[config.mk]
export PLATFORM = sky130hd
export DESIGN_NAME = sum_accumulator
export DESIGN_NICKNAME = d
export VERILOG_FILES = /design/src/rtl/sum_accumulator.sv
export SDC_FILE = /design/constraint.sdc
export NUM_CORES = 1
export LEC_CHECK = 0
export ABC_AREA = 0
export CAP_MARGIN = 20
export CORE_ASPECT_RATIO = 1.1
export CORE_UTILIZATION = 49
export DETAILED_ROUTE_END_ITERATION = 6
export GPL_TIMING_DRIVEN = 0
export MAX_ROUTING_LAYER = met4
export PLACE_DENSITY = 0.87
export SLEW_MARGIN = 40
export SYNTH_ARGS = -nofsm -noshare
export SYNTH_HDL_FRONTEND = slang
export SYNTH_SLANG_ARGS = --single-unit
[constraint.sdc]
create_clock -name clk -period 3.4 [get_ports clk]
set_clock_uncertainty 0.2 [all_clocks]
set_input_delay 0.51 -clock clk [delete_from_list [all_inputs] [get_ports clk]]
set_output_delay 0.51 -clock clk [all_outputs]
set_load 0.01 [all_outputs]
[src/rtl/sum_accumulator.sv]
// Accumulates N_SAMPLES 9-bit adder results {C8,Sum} into a saturating 16-bit frame total; 1-cycle update latency.
// in_ready drops while a finished frame is held; the frame stays stable until out_ready takes it.
module sum_accumulator #(
    parameter int N_SAMPLES = 4
) (
    input  logic        clk,
    input  logic        reset,
    input  logic        clear,
    input  logic        in_valid,
    output logic        in_ready,
    input  logic [7:0]  Sum,
    input  logic        C8,
    output logic        out_valid,
    input  logic        out_ready,
    output logic [15:0] Total,
    output logic [7:0]  Count,
    output logic        Overflow
);

    localparam logic ST_ACCUM = 1'b0;
    localparam logic ST_HOLD  = 1'b1;

    // Count value that the frame-completing accept starts from.
    localparam logic [7:0] LAST_COUNT = 8'(N_SAMPLES - 1);

    logic        state;
    logic [15:0] total_q;
    logic [7:0]  count_q;
    logic        overflow_q;

    logic        accept;
    logic        consume;
    logic [16:0] sum_wide;
    logic        sat;
    logic [15:0] total_next;

    assign in_ready  = (state == ST_ACCUM);
    assign out_valid = (state == ST_HOLD);
    assign accept    = in_valid && in_ready;
    assign consume   = out_ready && out_valid;

    // Operand is zero-extended to 17 bits so bit 16 flags any excursion past 65535.
    assign sum_wide   = {1'b0, total_q} + {8'b0, C8, Sum};
    assign sat        = sum_wide[16];
    assign total_next = sat ? 16'hFFFF : sum_wide[15:0];

    always_ff @(posedge clk) begin
        if (reset || clear) begin
            state      <= ST_ACCUM;
            total_q    <= 16'd0;
            count_q    <= 8'd0;
            overflow_q <= 1'b0;
        end else begin
            case (state)
                ST_ACCUM: begin
                    if (accept) begin
                        total_q    <= total_next;
                        count_q    <= count_q + 8'd1;
                        overflow_q <= overflow_q | sat;
                        if (count_q == LAST_COUNT) begin
                            state <= ST_HOLD;
                        end
                    end
                end
                default: begin
                    if (consume) begin
                        state      <= ST_ACCUM;
                        total_q    <= 16'd0;
                        count_q    <= 8'd0;
                        overflow_q <= 1'b0;
                    end
                end
            endcase
        end
    end

    assign Total    = total_q;
    assign Count    = count_q;
    assign Overflow = overflow_q;

endmodule

==> metrics.txt, run 1 <==
# TYPE chip_impl_metric gauge
chip_impl_info{name="timing.critical_path.from_type",value="input port"} 1
chip_impl_metric{name="die_outline_area",unit="µm²"} 3560
chip_impl_metric{name="irDropWorstVdd",unit="V"} 0.0002156
chip_impl_metric{name="synth_warn",unit=""} 0
chip_impl_metric{name="design_area",unit="µm²"} 2127
chip_impl_metric{name="placed_wire_length_estimate_after_detailed_placement",unit="µm"} 3075
chip_impl_metric{name="cts-buffers-inserted",unit=""} 3
chip_impl_metric{name="worst_slew_margin_rel",unit="%"} 61.37
chip_impl_metric{name="least_margin_pin_slew",unit="ps"} 579.5
chip_impl_metric{name="grt_pass1_vias",unit=""} 1531
chip_impl_metric{name="finalWorstPathRequiredPeriod",unit="ps"} 3225
chip_impl_metric{name="antenna-diode-count",unit=""} 0
chip_impl_metric{name="postRouteWirelength",unit="µm"} 4089
chip_impl_metric{name="netlist_area",unit="µm²"} 1629
chip_impl_metric{name="post-synth-top-area-fraction",unit="%"} 31.95
chip_impl_metric{name="initial_antenna_violation_count",unit=""} 0
chip_impl_metric{name="first_pass_iters",unit=""} 6
chip_impl_info{name="synth_ff_type",value="sky130_fd_sc_hd__dfxtp_1"} 1
chip_impl_metric{name="cts_hold_buffers",unit=""} 0
chip_impl_metric{name="synth_cells",unit=""} 201
chip_impl_metric{name="die_w",unit="µm"} 56.98
chip_impl_metric{name="drt-wirelength-per-cell",unit="µm"} 14.66
chip_impl_metric{name="fin_cells",unit=""} 279
chip_impl_info{name="worst_setup_path_startpoint",value="Sum[0]"} 1
chip_impl_metric{name="fin_hold_ws",unit="ps"} 258.4
chip_impl_metric{name="synth.lib_cells_used.distinct",unit=""} 46
chip_impl_metric{name="clk_path_buf_depth",unit=""} 2
chip_impl_metric{name="post-place-cells",unit=""} 275
chip_impl_info{name="yosys.area.top_type",value="sky130_fd_sc_hd__dfxtp_1"} 1
chip_impl_metric{name="placement_rows",unit=""} 21
chip_impl_info{name="cts_root_buf",value="sky130_fd_sc_hd__clkbuf_4"} 1
chip_impl_metric{name="power.leakage",unit="nW"} 0.7665
chip_impl_metric{name="ff2ff_setup_slack",unit="ps"} 420
chip_impl_metric{name="iteration_0_drc_count_of_the_detailed_router",unit=""} 60
chip_impl_info{name="cp-end-kind",value="flip-flop"} 1
chip_impl_metric{name="timing.hold.worst_path_depth",unit=""} 2
chip_impl_metric{name="critical_path_arrival",unit="ps"} 3240
chip_impl_metric{name="gp_congestion",unit=""} 0.8474
chip_impl_metric{name="drc",unit=""} 8
chip_impl_metric{name="synth-async-reset-ratio",unit="%"} 0
chip_impl_info{name="critical_path_class",value="input port to flip-flop"} 1
chip_impl_metric{name="cellPowerDensity",unit="nW/µm²"} 309.6
chip_impl_metric{name="layout-area-overhead-vs-synth",unit="%"} 30.57
chip_impl_metric{name="top_level_ports",unit=""} 41
chip_impl_metric{name="routed_via_density",unit=""} 5.953
chip_impl_metric{name="grt_pass1_wl",unit="µm"} 6886
chip_impl_metric{name="synth_edf_count",unit=""} 0
chip_impl_metric{name="nFillCells",unit=""} 278
chip_impl_metric{name="layout-drive-gt1-share",unit="%"} 5.714
chip_impl_info{name="tritoncts_clock_tree",value="yes"} 1
chip_impl_info{name="min-delay-start",value="Overflow"} 1
chip_impl_info{name="endpoint_of_the_worst_register_to_register_path",value="Total[7]"} 1
chip_impl_metric{name="port_buffers",unit=""} 40
chip_impl_metric{name="grt_max_degree",unit=""} 16
chip_impl_info{name="leading_post_synthesis_cells_by_instance_count",value="sky130_fd_sc_hd__nor2_1, sky130_fd_sc_hd__dfxtp_1, sky130_fd_sc_hd__a21oi_1"} 1
chip_impl_metric{name="globalRouteTotalUtil",unit="%"} 25.09
chip_impl_metric{name="cts_sinks",unit=""} 26
chip_impl_info{name="post-synth-top-count-cell",value="sky130_fd_sc_hd__nor2_1"} 1
chip_impl_metric{name="initial_utilization",unit="%"} 52.54
chip_impl_metric{name="insertion_delay",unit="ps"} 330
chip_impl_metric{name="synth-seq-cells",unit=""} 26
chip_impl_metric{name="preCtsSetupSlack",unit="ps"} -267.4
chip_impl_metric{name="fp.coreArea",unit="µm²"} 3100
chip_impl_metric{name="setup_viol",unit=""} 0
chip_impl_metric{name="cts-htree-levels",unit=""} 1
chip_impl_metric{name="slew_viol_final",unit=""} 0
chip_impl_metric{name="path_max_fanout",unit=""} 7
chip_impl_metric{name="syn_nets",unit=""} 226
chip_impl_metric{name="grt_overflow",unit=""} 0
chip_impl_info{name="outcome",value="finished with violations"} 1
chip_impl_metric{name="worstPathRequired",unit="ps"} 3410
chip_impl_info{name="whs_endpoint",value="Overflow"} 1
chip_impl_metric{name="num_vias",unit=""} 1661
chip_impl_metric{name="cts.reportedPaths.clkPinSlew",unit="ps"} 150
chip_impl_metric{name="worst_r2r_path_depth",unit=""} 9
chip_impl_metric{name="max_cap_violations",unit=""} 0
chip_impl_info{name="grt_setup_unrepaired",value="no"} 1
chip_impl_metric{name="nNetsFinal",unit=""} 271
chip_impl_metric{name="synth_seq_area_share",unit="%"} 31.95
chip_impl_info{name="synth.area.top_cells",value="sky130_fd_sc_hd__dfxtp_1, sky130_fd_sc_hd__ha_1, sky130_fd_sc_hd__a21oi_1"} 1
chip_impl_metric{name="mean_area_per_synthesized_cell",unit="µm²"} 8.105
chip_impl_metric{name="detail-route-antenna-nets",unit=""} 0
chip_impl_metric{name="fmax",unit="GHz"} 0.3100
chip_impl_metric{name="die-height",unit="µm"} 62.48
chip_impl_metric{name="final.setup.worst_slack",unit="ps"} 174.5
chip_impl_info{name="failed_checks",value="DRC"} 1
chip_impl_metric{name="hold_viol",unit=""} 0
chip_impl_info{name="worstReg2RegStart",value="Total[0]"} 1
chip_impl_info{name="hp-class",value="flip-flop to flip-flop"} 1
chip_impl_metric{name="finalCritPeriodShare",unit="%"} 94.87
chip_impl_metric{name="placedInstanceArea",unit="µm²"} 2072
[worst max path at each step]
stage	to	slack, ps	cells after the start
floorplan	Total[7]	480	9
global placement	Total[2]	-220	10
detailed placement	Total[5]	-270	10
CTS	Total[5]	80	10
global route	Total[7]	20	10
finish	Total[7]	170	10
[worst max-delay path: stages]
cell and delay (ps):
sky130_fd_sc_hd__clkdlybuf4s50_1 400, sky130_fd_sc_hd__ha_1 230, sky130_fd_sc_hd__fa_1 450, sky130_fd_sc_hd__a211oi_2 300, sky130_fd_sc_hd__nor3b_2 110, sky130_fd_sc_hd__o41a_1 490
sky130_fd_sc_hd__and2_4 190, sky130_fd_sc_hd__buf_6 130, sky130_fd_sc_hd__o41ai_2 340, sky130_fd_sc_hd__a21oi_1 90
[report_power, final]
part           internal (mW)  switching (mW)  leakage [nW]
clock                  0.119          0.0976        0.0279
combinational         0.0600          0.0641         0.528
sequential             0.311         0.00619         0.211
total                  0.491           0.168         0.766
[cell usage in the layout (no fill, tap or decap), types with 2 or more instances in the layout]
cell type,count
sky130_fd_sc_hd__a22oi_1,4
sky130_fd_sc_hd__xor2_1,4
sky130_fd_sc_hd__o21ai_0,6
sky130_fd_sc_hd__a31oi_1,4
sky130_fd_sc_hd__clkbuf_1,6
sky130_fd_sc_hd__clkbuf_4,3
sky130_fd_sc_hd__xnor2_1,4
sky130_fd_sc_hd__or3_1,2
sky130_fd_sc_hd__a21oi_1,24
sky130_fd_sc_hd__nand2_1,11
sky130_fd_sc_hd__a21o_1,2
sky130_fd_sc_hd__and3_1,4
sky130_fd_sc_hd__o2111ai_1,2
sky130_fd_sc_hd__nor3_1,9
sky130_fd_sc_hd__clkdlybuf4s50_1,40
sky130_fd_sc_hd__nand3_1,8
sky130_fd_sc_hd__mux2i_1,3
sky130_fd_sc_hd__dfxtp_1,26
sky130_fd_sc_hd__and2_1,2
sky130_fd_sc_hd__o21a_1,2
sky130_fd_sc_hd__nor2b_1,3
sky130_fd_sc_hd__nand4_1,4
sky130_fd_sc_hd__a211oi_1,7
sky130_fd_sc_hd__nor2_1,26
sky130_fd_sc_hd__nand2b_1,3
sky130_fd_sc_hd__inv_1,3
sky130_fd_sc_hd__ha_1,10
[logic make-up after synthesis]
group           after synthesis  share of synthesized area (%)
buf+inv                      11                          2.995
xor+xnor                      8                          4.301
mux                           4                          2.535
compound gates               60                          24.12
flops                        26                          31.95
simple gates                 81                          25.19
fa+ha+maj                    11                          8.909
[layout make-up]
cell class | count | area, µm² | area share (%)
well taps | 34 | 42.54 | 2.000
flip-flops and latches | 26 | 520.5 | 24.47
clock buffers | 3 | 22.52 | 1.059
inverters | 3 | 11.26 | 0.5294
multi-input cells | 164 | 1062 | 49.94
repair buffers | 40 | 400.4 | 18.82
clock inverters | 1 | 30.03 | 1.412
plain buffers | 8 | 37.54 | 1.765
[repair_timing]
item,CTS,global route
buffers inserted,0,0
setup endpoints to repair,0,5
resized for setup,0,1
[through the flow]
stage | utilization (%) | power [mW] | TNS, ps
2_1_floorplan | - | 0.3996 | 0
3_3_place_gp | 66.83 | 0.4436 | -1207
3_5_place_dp | 66.83 | 0.4469 | -1532
4_1_cts | 68.52 | 0.6611 | 0
5_1_grt | 68.60 | 0.6898 | 0
6_report | 68.60 | 0.6585 | 0
[layer usage]
metal | routed length, µm | vias up | global-route usage (%)
li1 | - | 832 | -
met1 | 1885 | 779 | 31.31
met2 | 1961 | 44 | 41.91
met3 | 179 | 6 | 2.692
met4 | 62 | 0 | 8.537
met5 | 0 | - | -
[flip-flops by register name (all words and copies together) (netlist names)]
| register | flops |
|---|---|
| Total | 16 |
| out_valid | 1 |
| Overflow | 1 |
| Count | 8 |
Note: power is estimated with default switching activity, not from simulation.
==> run 2: changes to the inputs <==
Settings changed: CTS_BUF_LIST set to sky130_fd_sc_hd__clkbuf_4 sky130_fd_sc_hd__clkbuf_8 sky130_fd_sc_hd__clkbuf_16.
==> results of run 2 <==
The final DEF is identical to that of run 1; final timing and power are the same.
==> run 3: changes to the inputs <==
==> constraint.sdc (replaced) <==
create_clock -name clk -period 3.4 [get_ports clk]
set_clock_uncertainty 0.2 [all_clocks]
set_input_delay 0.68 -clock clk [delete_from_list [all_inputs] [get_ports clk]]
set_output_delay 0.68 -clock clk [all_outputs]
set_load 0.01 [all_outputs]
==> run 3 against run 2 <==
The run still ends with DRC left. Maximum frequency down 0.37%. Die area unchanged. Via count is 0.18% lower. Global-route usage stayed put. Total power is 0.22% lower. Register-to-register slack improved by 160 ps. Setup slack worse by 12 ps. Non-clock buffer count increased by 1. Critical path type unchanged. Critical endpoint unchanged.
==> metrics.txt, run 3 (synthesized netlist as in run 1, its figures left out) <==
# TYPE chip_impl_metric gauge
chip_impl_metric{name="max_cap_violations",unit=""} 0
chip_impl_metric{name="largest_register_ffs",unit=""} 16
chip_impl_info{name="cell_type_group_with_the_largest_total_delay_on_the_critical_path",value="compound AO/OA/AOI/OAI gates"} 1
chip_impl_info{name="final_cell_mix",value="sky130_fd_sc_hd__clkdlybuf4s50_1, sky130_fd_sc_hd__dfxtp_1, sky130_fd_sc_hd__nor2_1"} 1
chip_impl_metric{name="path_max_fanout",unit=""} 7
chip_impl_metric{name="nFillCells",unit=""} 274
chip_impl_metric{name="grt_max_degree",unit=""} 16
chip_impl_metric{name="design_area",unit="µm²"} 2137
chip_impl_info{name="critPathSlowestCell",value="sky130_fd_sc_hd__clkdlybuf4s50_1"} 1
chip_impl_metric{name="irDropWorstVdd",unit="V"} 0.0002126
chip_impl_metric{name="initial_utilization",unit="%"} 52.54
chip_impl_metric{name="post-place-cells",unit=""} 275
chip_impl_metric{name="antenna-diode-count",unit=""} 0
chip_impl_metric{name="layout.core_utilization",unit="%"} 68.93
chip_impl_metric{name="drt-wirelength-per-cell",unit="µm"} 14.68
chip_impl_info{name="worst_setup_path_startpoint",value="Sum[0]"} 1
chip_impl_metric{name="worst_r2r_path_depth",unit=""} 9
chip_impl_metric{name="num_vias",unit=""} 1658
chip_impl_metric{name="iteration_0_drc_count_of_the_detailed_router",unit=""} 70
chip_impl_metric{name="drc",unit=""} 8
chip_impl_metric{name="worst_slew_margin_rel",unit="%"} 63.96
chip_impl_metric{name="die-height",unit="µm"} 62.48
chip_impl_info{name="ordered_list_of_cells_on_the_worst_path",value="clkdlybuf4s50_1, ha_1, fa_2, a211oi_2, nor3b_2, o41a_1, and2_4, buf_6, o41ai_2, a21oi_1"} 1
chip_impl_metric{name="least_margin_pin_slew",unit="ps"} 540.6
chip_impl_metric{name="cts-htree-levels",unit=""} 1
chip_impl_metric{name="die_outline_area",unit="µm²"} 3560
chip_impl_metric{name="design_power_total",unit="µW"} 657.0
chip_impl_metric{name="critical_path.n_buffers_inverters",unit=""} 2
chip_impl_info{name="worstReg2RegStart",value="Total[0]"} 1
chip_impl_metric{name="cellPowerDensity",unit="nW/µm²"} 307.4
chip_impl_metric{name="multiInputGateArea",unit="µm²"} 1065
chip_impl_metric{name="placedInstanceArea",unit="µm²"} 2072
chip_impl_info{name="failed_checks",value="DRC"} 1
chip_impl_metric{name="critical_path_arrival",unit="ps"} 3250
chip_impl_metric{name="layout-drive-gt1-share",unit="%"} 6.504
chip_impl_metric{name="postRouteWirelength",unit="µm"} 4110
chip_impl_info{name="critical_path_class",value="input port to flip-flop"} 1
chip_impl_metric{name="hold_viol",unit=""} 0
chip_impl_metric{name="placed_wire_length_estimate_after_detailed_placement",unit="µm"} 3075
chip_impl_info{name="cts_root_buf",value="sky130_fd_sc_hd__clkbuf_4"} 1
chip_impl_metric{name="fmax",unit="GHz"} 0.3089
chip_impl_metric{name="cts_sinks",unit=""} 26
chip_impl_metric{name="fin_hold_ws",unit="ps"} 259.1
chip_impl_metric{name="cp.depth",unit=""} 10
chip_impl_metric{name="worstPathRequired",unit="ps"} 3410
chip_impl_metric{name="preCtsSetupSlack",unit="ps"} -437.4
chip_impl_metric{name="cts-buffers-inserted",unit=""} 3
chip_impl_metric{name="insertion_delay",unit="ps"} 330
chip_impl_metric{name="ff2ff_setup_slack",unit="ps"} 580
chip_impl_metric{name="fin_cells",unit=""} 280
chip_impl_metric{name="register_area",unit="µm²"} 520.5
chip_impl_metric{name="grt_pass1_vias",unit=""} 1531
chip_impl_metric{name="grt_overflow",unit=""} 0
chip_impl_info{name="final_common_cell",value="sky130_fd_sc_hd__clkdlybuf4s50_1"} 1
chip_impl_metric{name="power.leakage",unit="nW"} 0.7703
chip_impl_metric{name="detail-route-antenna-nets",unit=""} 0
chip_impl_info{name="tritoncts_clock_tree",value="yes"} 1
chip_impl_info{name="timing.critical_path.from_type",value="input port"} 1
chip_impl_metric{name="routed_via_density",unit=""} 5.921
chip_impl_metric{name="clk_path_buf_depth",unit=""} 2
chip_impl_metric{name="cts.reportedPaths.clkPinSlew",unit="ps"} 150
chip_impl_info{name="cp-end-kind",value="flip-flop"} 1
chip_impl_metric{name="initial_antenna_violation_count",unit=""} 0
chip_impl_metric{name="top_level_ports",unit=""} 41
chip_impl_info{name="outcome",value="finished with violations"} 1
chip_impl_metric{name="layout-area-overhead-vs-synth",unit="%"} 31.18
chip_impl_metric{name="setup_viol",unit=""} 0
chip_impl_metric{name="grt_pass1_wl",unit="µm"} 6886
chip_impl_metric{name="die_w",unit="µm"} 56.98
chip_impl_metric{name="final.setup.tns",unit="ps"} 0
chip_impl_metric{name="gp_congestion",unit=""} 0.8474
chip_impl_metric{name="fp.coreArea",unit="µm²"} 3100
chip_impl_metric{name="crit_path_max_incr_delay",unit="ps"} 400
chip_impl_metric{name="finalWorstPathRequiredPeriod",unit="ps"} 3238
chip_impl_info{name="grt_setup_unrepaired",value="no"} 1
chip_impl_metric{name="port_buffers",unit=""} 40
chip_impl_info{name="hp-class",value="flip-flop to flip-flop"} 1
chip_impl_metric{name="globalRouteTotalUtil",unit="%"} 25.09
chip_impl_info{name="endpoint",value="Total[7]"} 1
chip_impl_metric{name="slew_viol_final",unit=""} 0
chip_impl_info{name="endpoint_of_the_worst_register_to_register_path",value="Total[7]"} 1
chip_impl_metric{name="nNetsFinal",unit=""} 272
chip_impl_metric{name="placement_rows",unit=""} 21
chip_impl_metric{name="final.setup.worst_slack",unit="ps"} 162.4
chip_impl_metric{name="first_pass_iters",unit=""} 6
chip_impl_metric{name="finalCritPeriodShare",unit="%"} 95.22
-- run 3: repair_timing --
| item | in CTS | in global routing |
|---|---|---|
| hold buffers | 0 | 0 |
| endpoints found under the hold margin | 0 | 0 |
| resized for setup | 1 | 1 |
| pin swaps | 1 | 2 |
| endpoints found under the setup margin | 6 | 5 |
| setup buffers | 0 | 1 |
-- run 3: worst min-delay path by stage --
| stage | slack [ps] | endpoint | cells after the start | start |
|---|---|---|---|---|
| after detailed placement | 240 | Overflow | 2 | Overflow |
| after global routing | 320 | Overflow | 2 | Overflow |
| after CTS | 260 | Overflow | 2 | Overflow |
| after global placement | 240 | Overflow | 2 | Overflow |
| after floorplan | 270 | Overflow | 2 | Overflow |
| final | 260 | Overflow | 2 | Overflow |
-- run 3: final cells by class --
class / count / area share [%]
Tap cell: 34 / 1.991
Inverter: 3 / 0.5269
Clock buffer: 3 / 1.054
Multi-Input combinational cell: 164 / 49.82
Timing Repair Buffer: 41 / 19.09
Buffer: 8 / 1.756
Clock inverter: 1 / 1.405
Sequential cell: 26 / 24.36
-- run 3: metal layers --
metal  part of all wire (%)  global-route usage (%)  vias to the layer above
met2                     48                   41.91                       46
met5                      0                       -                        -
li1                       -                       -                      833
met4                    1.8                   8.537                        0
met3                    5.3                   2.692                        7
met1                     45                   31.31                      772
-- run 3: worst reg2reg max path: cells and delay by family (launching register included) --
kind | cells | cell delay (ps)
AOI/OAI and AO/OA | 4 | 1140
buffers and inverters | 1 | 130
and+or+nand+nor | 2 | 280
adders and majority gates | 2 | 600
DFF | 1 | 360
-- run 3: power breakdown --
part	total [mW]	switching, mW	internal, mW	leakage, nW
Sequential	0.317	0.00621	0.311	0.211
Clock	0.215	0.0955	0.119	0.0279
Combinational	0.125	0.0645	0.0604	0.532
Total	0.657	0.166	0.491	0.770
